$ cat config.mk
export PLATFORM = sky130hd
export DESIGN_NAME = i2s_dac_serializer
export DESIGN_NICKNAME = d
export VERILOG_FILES = /design/src/rtl/audio_pkg.sv /design/src/rtl/bclk_gen.sv /design/src/rtl/i2s_dac_serializer.sv
export SDC_FILE = /design/constraint.sdc
export NUM_CORES = 1
export LEC_CHECK = 0
export BUFFER_PORTS_ARGS = -buffer_cell sky130_fd_sc_hd__clkbuf_2
export CAP_MARGIN = 20
export CELL_PAD_IN_SITES_DETAIL_PLACEMENT = 1
export CELL_PAD_IN_SITES_GLOBAL_PLACEMENT = 1
export CORE_MARGIN = 4
export CORE_UTILIZATION = 45
export DETAILED_ROUTE_END_ITERATION = 12
export GPL_TIMING_DRIVEN = 0
export PLACE_DENSITY = 0.88
export RECOVER_POWER = 50
export SLEW_MARGIN = 40
export SYNTH_ARGS = -nofsm -noshare
export SYNTH_HDL_FRONTEND = slang
export SYNTH_SLANG_ARGS = --single-unit
$ cat constraint.sdc
create_clock -name clock -period 4.51 [get_ports clock]
set_input_delay 0.6765 -clock clock [delete_from_list [all_inputs] [get_ports clock]]
set_output_delay 0.6765 -clock clock [all_outputs]
set_load 0.05 [all_outputs]
$ cat src/rtl/audio_pkg.sv
`default_nettype none
// ============================================================================
// Module : audio_pkg
// Brief  : Shared audio-path types, frame geometry and I2S slot helper.
// Rev    : 1.0  initial release
// ============================================================================
package audio_pkg;

    localparam int DEFAULT_SAMPLE_W = 16;
    localparam int FRAME_BITS       = 2 * DEFAULT_SAMPLE_W;

    typedef logic signed [DEFAULT_SAMPLE_W-1:0] sample_t;
    typedef logic [$clog2(FRAME_BITS)-1:0]      slot_t;

    // Sample bit carried by a nonzero slot; the one-bit I2S delay shifts
    // each channel's MSB into the slot after the lrclk change.
    function automatic int unsigned slot_bit_idx(input int unsigned slot,
                                                 input int unsigned sample_w);
        return (slot <= sample_w) ? (sample_w - slot) : (2 * sample_w - slot);
    endfunction

endpackage
`default_nettype wire

$ cat src/rtl/bclk_gen.sv
`default_nettype none
// ============================================================================
// Module : bclk_gen
// Brief  : Bit-clock divider producing bclk plus single-cycle edge strobes.
// Rev    : 1.0  initial release
// ============================================================================
module bclk_gen #(
    parameter int BCLK_DIV = 4
) (
    input  logic clock,
    input  logic reset,
    output logic bclk,
    output logic fall_evt,
    output logic rise_evt
);

    localparam int               CNT_W    = (BCLK_DIV > 2) ? $clog2(BCLK_DIV) : 1;
    localparam logic [CNT_W-1:0] CNT_LAST = CNT_W'(BCLK_DIV - 1);

    logic [CNT_W-1:0] cnt_q;
    logic [CNT_W-1:0] cnt_d;
    logic             bclk_q;
    logic             bclk_d;
    logic             wrap;

    always_comb begin
        wrap   = (cnt_q == CNT_LAST);
        cnt_d  = wrap ? '0 : cnt_q + CNT_W'(1);
        bclk_d = wrap ? ~bclk_q : bclk_q;
    end

    always_ff @(posedge clock) begin
        if (reset) begin
            cnt_q  <= '0;
            bclk_q <= 1'b0;
        end else begin
            cnt_q  <= cnt_d;
            bclk_q <= bclk_d;
        end
    end

    // Strobes are asserted in the cycle whose closing edge moves bclk.
    assign bclk     = bclk_q;
    assign fall_evt = wrap && bclk_q;
    assign rise_evt = wrap && !bclk_q;

endmodule
`default_nettype wire

$ cat src/rtl/i2s_dac_serializer.sv
`default_nettype none
// ============================================================================
// Module : i2s_dac_serializer
// Brief  : One-entry sample buffer feeding a stereo-duplicated I2S DAC link,
//          with a per-frame sample_tick for upstream pacing.
// Option : UNDERRUN_CNT_EN adds a saturating 16-bit underrun_count output.
// Rev    : 1.0  initial release
// ============================================================================
module i2s_dac_serializer
    import audio_pkg::*;
#(
    parameter int SAMPLE_W = DEFAULT_SAMPLE_W,
    parameter int BCLK_DIV = 4
) (
    input  logic                clock,
    input  logic                reset,
    input  logic [SAMPLE_W-1:0] in_sample,
    input  logic                in_valid,
    output logic                in_ready,
    output logic                sample_tick,
    output logic                bclk,
    output logic                lrclk,
    output logic                dacdat
`ifdef UNDERRUN_CNT_EN
    ,
    output logic [15:0]         underrun_count
`endif
);

    localparam int              FRAME_N   = 2 * SAMPLE_W;
    localparam int              SLOT_W    = $clog2(FRAME_N);
    localparam int              IDX_W     = $clog2(SAMPLE_W);
    localparam logic [SLOT_W-1:0] SLOT_LAST = SLOT_W'(FRAME_N - 1);

    logic                fall_evt;
    logic                rise_evt;

    logic [SLOT_W-1:0]   k_q;
    logic [SLOT_W-1:0]   k_d;
    logic [SAMPLE_W-1:0] pending_q;
    logic [SAMPLE_W-1:0] pending_d;
    logic                pending_full_q;
    logic                pending_full_d;
    logic [SAMPLE_W-1:0] frame_q;
    logic [SAMPLE_W-1:0] frame_d;
    logic                lrclk_q;
    logic                lrclk_d;
    logic                dacdat_q;
    logic                dacdat_d;
    logic                tick_q;
    logic                tick_d;

    logic [SLOT_W-1:0]   k_next;
    logic [IDX_W-1:0]    bit_idx;
    logic                load;
    logic                take;

    bclk_gen #(
        .BCLK_DIV (BCLK_DIV)
    ) u_bclk_gen (
        .clock    (clock),
        .reset    (reset),
        .bclk     (bclk),
        .fall_evt (fall_evt),
        .rise_evt (rise_evt)
    );

    always_comb begin
        k_next  = (k_q == SLOT_LAST) ? '0 : k_q + SLOT_W'(1);
        bit_idx = IDX_W'(slot_bit_idx(32'(k_next), $unsigned(SAMPLE_W)));
        load    = fall_evt && (k_next == '0);
        take    = in_valid && !pending_full_q;
    end

    // Load decisions use the pre-cycle buffer state; a same-cycle transfer
    // only fills the buffer for the following frame.
    always_comb begin
        pending_d      = pending_q;
        pending_full_d = pending_full_q;
        frame_d        = frame_q;
        if (load && pending_full_q) begin
            frame_d        = pending_q;
            pending_full_d = 1'b0;
        end
        if (take) begin
            pending_d      = in_sample;
            pending_full_d = 1'b1;
        end
    end

    always_comb begin
        k_d      = k_q;
        lrclk_d  = lrclk_q;
        dacdat_d = dacdat_q;
        tick_d   = load;
        if (fall_evt) begin
            k_d      = k_next;
            lrclk_d  = (k_next >= SLOT_W'(SAMPLE_W));
            dacdat_d = (k_next == '0) ? frame_q[0] : frame_q[bit_idx];
        end
    end

    always_ff @(posedge clock) begin
        if (reset) begin
            k_q            <= SLOT_LAST;
            pending_q      <= '0;
            pending_full_q <= 1'b0;
            frame_q        <= '0;
            lrclk_q        <= 1'b0;
            dacdat_q       <= 1'b0;
            tick_q         <= 1'b0;
        end else begin
            k_q            <= k_d;
            pending_q      <= pending_d;
            pending_full_q <= pending_full_d;
            frame_q        <= frame_d;
            lrclk_q        <= lrclk_d;
            dacdat_q       <= dacdat_d;
            tick_q         <= tick_d;
        end
    end

    assign in_ready    = !pending_full_q;
    assign sample_tick = tick_q;
    assign lrclk       = lrclk_q;
    assign dacdat      = dacdat_q;

`ifdef UNDERRUN_CNT_EN
    logic [15:0] underrun_q;
    logic [15:0] underrun_d;

    always_comb begin
        underrun_d = underrun_q;
        if (load && !pending_full_q && (underrun_q != 16'hFFFF)) begin
            underrun_d = underrun_q + 16'd1;
        end
    end

    always_ff @(posedge clock) begin
        if (reset) begin
            underrun_q <= '0;
        end else begin
            underrun_q <= underrun_d;
        end
    end

    assign underrun_count = underrun_q;
`endif

    // Serial outputs must hold steady across the bclk rising edge.
    stable_on_rise: assert property (@(posedge clock) disable iff (reset)
        rise_evt |-> ((lrclk_d == lrclk_q) && (dacdat_d == dacdat_q)));

endmodule
`default_nettype wire

==> impl_metrics.yaml <==
run_status:
  status: "finished, final reports clean"
route:
  vias: 1486
  drtIter0Drc: 34
  drt_wl_total_mm: 4.38
  wl_per_cell_um: 15.8
  drc_errors: 0
  vias_per_cell: 5.36
  dr.pass1.iters: 4
  final_antenna_net_count: 0
logic_synthesis:
  synth_top_flop_cell: "dfxtp_1"
  syn_area_um2: 1840
  netlist.area_leader.share_pct: 48.0
  ys_ff_latch: 44
  syn_area_per_cell_um2: 9.22
  ys_warn_count: 0
  synth_edf_count: 0
  synthSimpleGateAreaFrac_pct: 17.7
  synth_top_family_by_area: "multiplexers"
  syn-num-nets: 222
  post_synth_xor_area_fraction_pct: 1.43
  synthAdderAreaFrac_pct: 2.73
  yosys-mux-area-fraction_pct: 17.9
  synth-compound-area-share_pct: 8.52
  ys_async_sr_fraction_pct: 0
  yosysTopAreaCell: "dfxtp_1"
  synth-seq-area-share_pct: 48.0
  syn_inst: 199
  synth.distinct_cells: 31
  synth.top_cells.by_area: "dfxtp_1 (48%), mux2i_1 (14%), nand2_1 (8.4%), a21oi_1 (4.9%), nor2_1 (4.9%)"
sta:
  drv_slew: 0
  finalHoldViolations: 0
  fin_crit_sh_pct: 58.3
  finalSetupViolCount: 0
  fin_crit_ps: 2630
  fmax_mhz: 381
  maxSlewHeadroom_pct: 60.4
  finalClockSkew_ps: 4.74
  rsz0062_at_grt: "no"
  worst_pin_slew_ps: 597
  setup_tns_ps: 0
setup_path:
  critPathKind: "reg2reg"
  rrSetupSlack_ps: 1880
  worst_setup_path_start_kind: "flip-flop"
  worstPathArrival_ps: 2850
  reg2reg_to: "dacdat"
  crit_path_end_kind: "flip-flop"
  crit_path_max_fanout: 6
  crit_required_ps: 4730
  reg2reg_from: "k_q[0]"
  reg2reg_depth: 7
placed_design:
  gp_congestion: 0.795
  placed_area_um2: 2010
  dp_hpwl_mm: 2.99
  portBuffers: 22
clock_tree:
  cts_sinks: 44
  cts_setup_buffers: 0
  cts-root-buf: "clkbuf_8"
  ctsHtreeMaxLevel: 2
  cts_tree: "yes"
  cts_buffers: 5
  path_clk_slew_ps: 80
  ctsLongestPathBuffers: 2
  clk_latency_ps: 300
  ctsHoldBuffers: 0
  ctsResizeCount: 0
floorplan:
  die_height_um: 71.9
  core_area_um2: 3800
  rows: 22
  die-area_um2: 5160
  io_pins: 24
  floorplan.die.width_um: 71.9
  initial_core_util_pct: 48.3
worst_hold_path:
  worstHoldPathCells: 1
  hp-class: "reg2reg"
  hp-start: "u_bclk_gen.cnt_q[0]"
  hold-path-endpoint: "u_bclk_gen.cnt_q[0]"
grt:
  track_usage_pct: 18.3
  grt_max_degree: 14
  overflow: 0
  antenna_found_initial: 0
  grt_pass1_vias: 1602
  grt_pass1_wl_mm: 7.36
finish:
  diodes: 0
  fin_util_pct: 55.9
  stdcell_area_um2: 2120
  layout.nets: 251
  layout-drive-gt1-share_pct: 14.4
  area_growth_pct: 15.7
job:
  drv_cap: 0
power_and_ir_drop:
  p_total_mw: 0.792
  vdd_ir_drop_max_mv: 0.276
  power_density_nw_per_um2: 373
  p_leak_nw: 0.921
## metrics by stage
step / setup WS [ps] / std cells / hold WS [ps]
floorplan: 2150 / 199 / 404
global placement: 1920 / 269 / 416
detailed placement: 1910 / 269 / 433
CTS: 1850 / 277 / 444
global route: 1700 / 277 / 460
finish: 1880 / 277 / 443
## metal layers
layer / global-route usage, % / up-vias / routed length, µm
li1: - / 730 / -
met1: 19.9 / 723 / 1830
met3: 4.77 / 12 / 156
met4: 6.47 / 0 / 92
met5: 0 / - / 0
met2: 34.1 / 21 / 2300
## power by group
group | internal (mW) | switching [mW]
registers | 0.400 | 0.00772
clock network | 0.195 | 0.133
logic | 0.0209 | 0.0343
total | 0.617 | 0.175
## worst max-delay path, cell delays in order, from the launching register on
cell and delay, ps:
dfxtp_1 400, ha_1 300, and3_1 220, ha_1 280, mux2i_1 320, mux4_1 590
mux2_2 290, o22ai_2 160
## kinds of logic after synthesis
family | count (synthesis)
adders and majority gates | 4
and+or+nand+nor | 78
buffers and inverters | 15
AOI/OAI and AO/OA | 26
muxes | 29
DFF | 44
xor gates and xnor gates | 3
## cells in the final DEF, fill, tap and decap left out, types with 2 or more instances in the layout
master	count
dfxtp_1	44
nand2_1	41
mux2i_1	25
nor2_1	24
a21oi_1	18
clkbuf_2	16
clkbuf_1	15
clkbuf_8	7
nor3_1	4
ha_1	4
a211o_1	3
inv_2	2
nor3b_1	2
and3_1	2
mux4_1	2
xnor2_1	2
## worst max-delay path by stage
stage           start     endpoint  slack [ps]  depth (start not counted)
3_3_place_gp   k_q[0]       dacdat        1920                          7
2_1_floorplan  k_q[0]       dacdat        2150                          7
5_1_grt        k_q[0]  frame_q[11]        1700                         10
4_1_cts        k_q[0]       dacdat        1850                          7
3_5_place_dp   k_q[0]   frame_q[7]        1910                         10
6_report       k_q[0]       dacdat        1880                          7
## cell type report
| class | instances | area [µm²] |
|---|---|---|
| multi-input cells | 140 | 886 |
| fillers | 454 | 1670 |
| inverters | 3 | 11.3 |
| well taps | 48 | 60.1 |
| clock inverters | 1 | 30.0 |
| plain buffers | 12 | 57.6 |
| flip-flops and latches | 44 | 881 |
| repair buffers | 22 | 103 |
| clock buffers | 7 | 96.3 |
## Yosys cell counts (3+ instances only)
cell type  count
clkbuf_1       9
ha_1           4
nand2_1       41
nor2_1        24
a211o_1        3
a21oi_1       18
dfxtp_1       44
nor3_1         4
mux2i_1       25
## flip-flops by register name (all words and copies together), names as in the netlist
name / flops
u_bclk_gen.bclk: 1
lrclk: 1
sample_tick: 1
pending_q: 16
dacdat: 1
k_q: 5
u_bclk_gen.cnt_q: 2
pending_full_q: 1
frame_q: 16
Power figures use the tool's default switching activity.
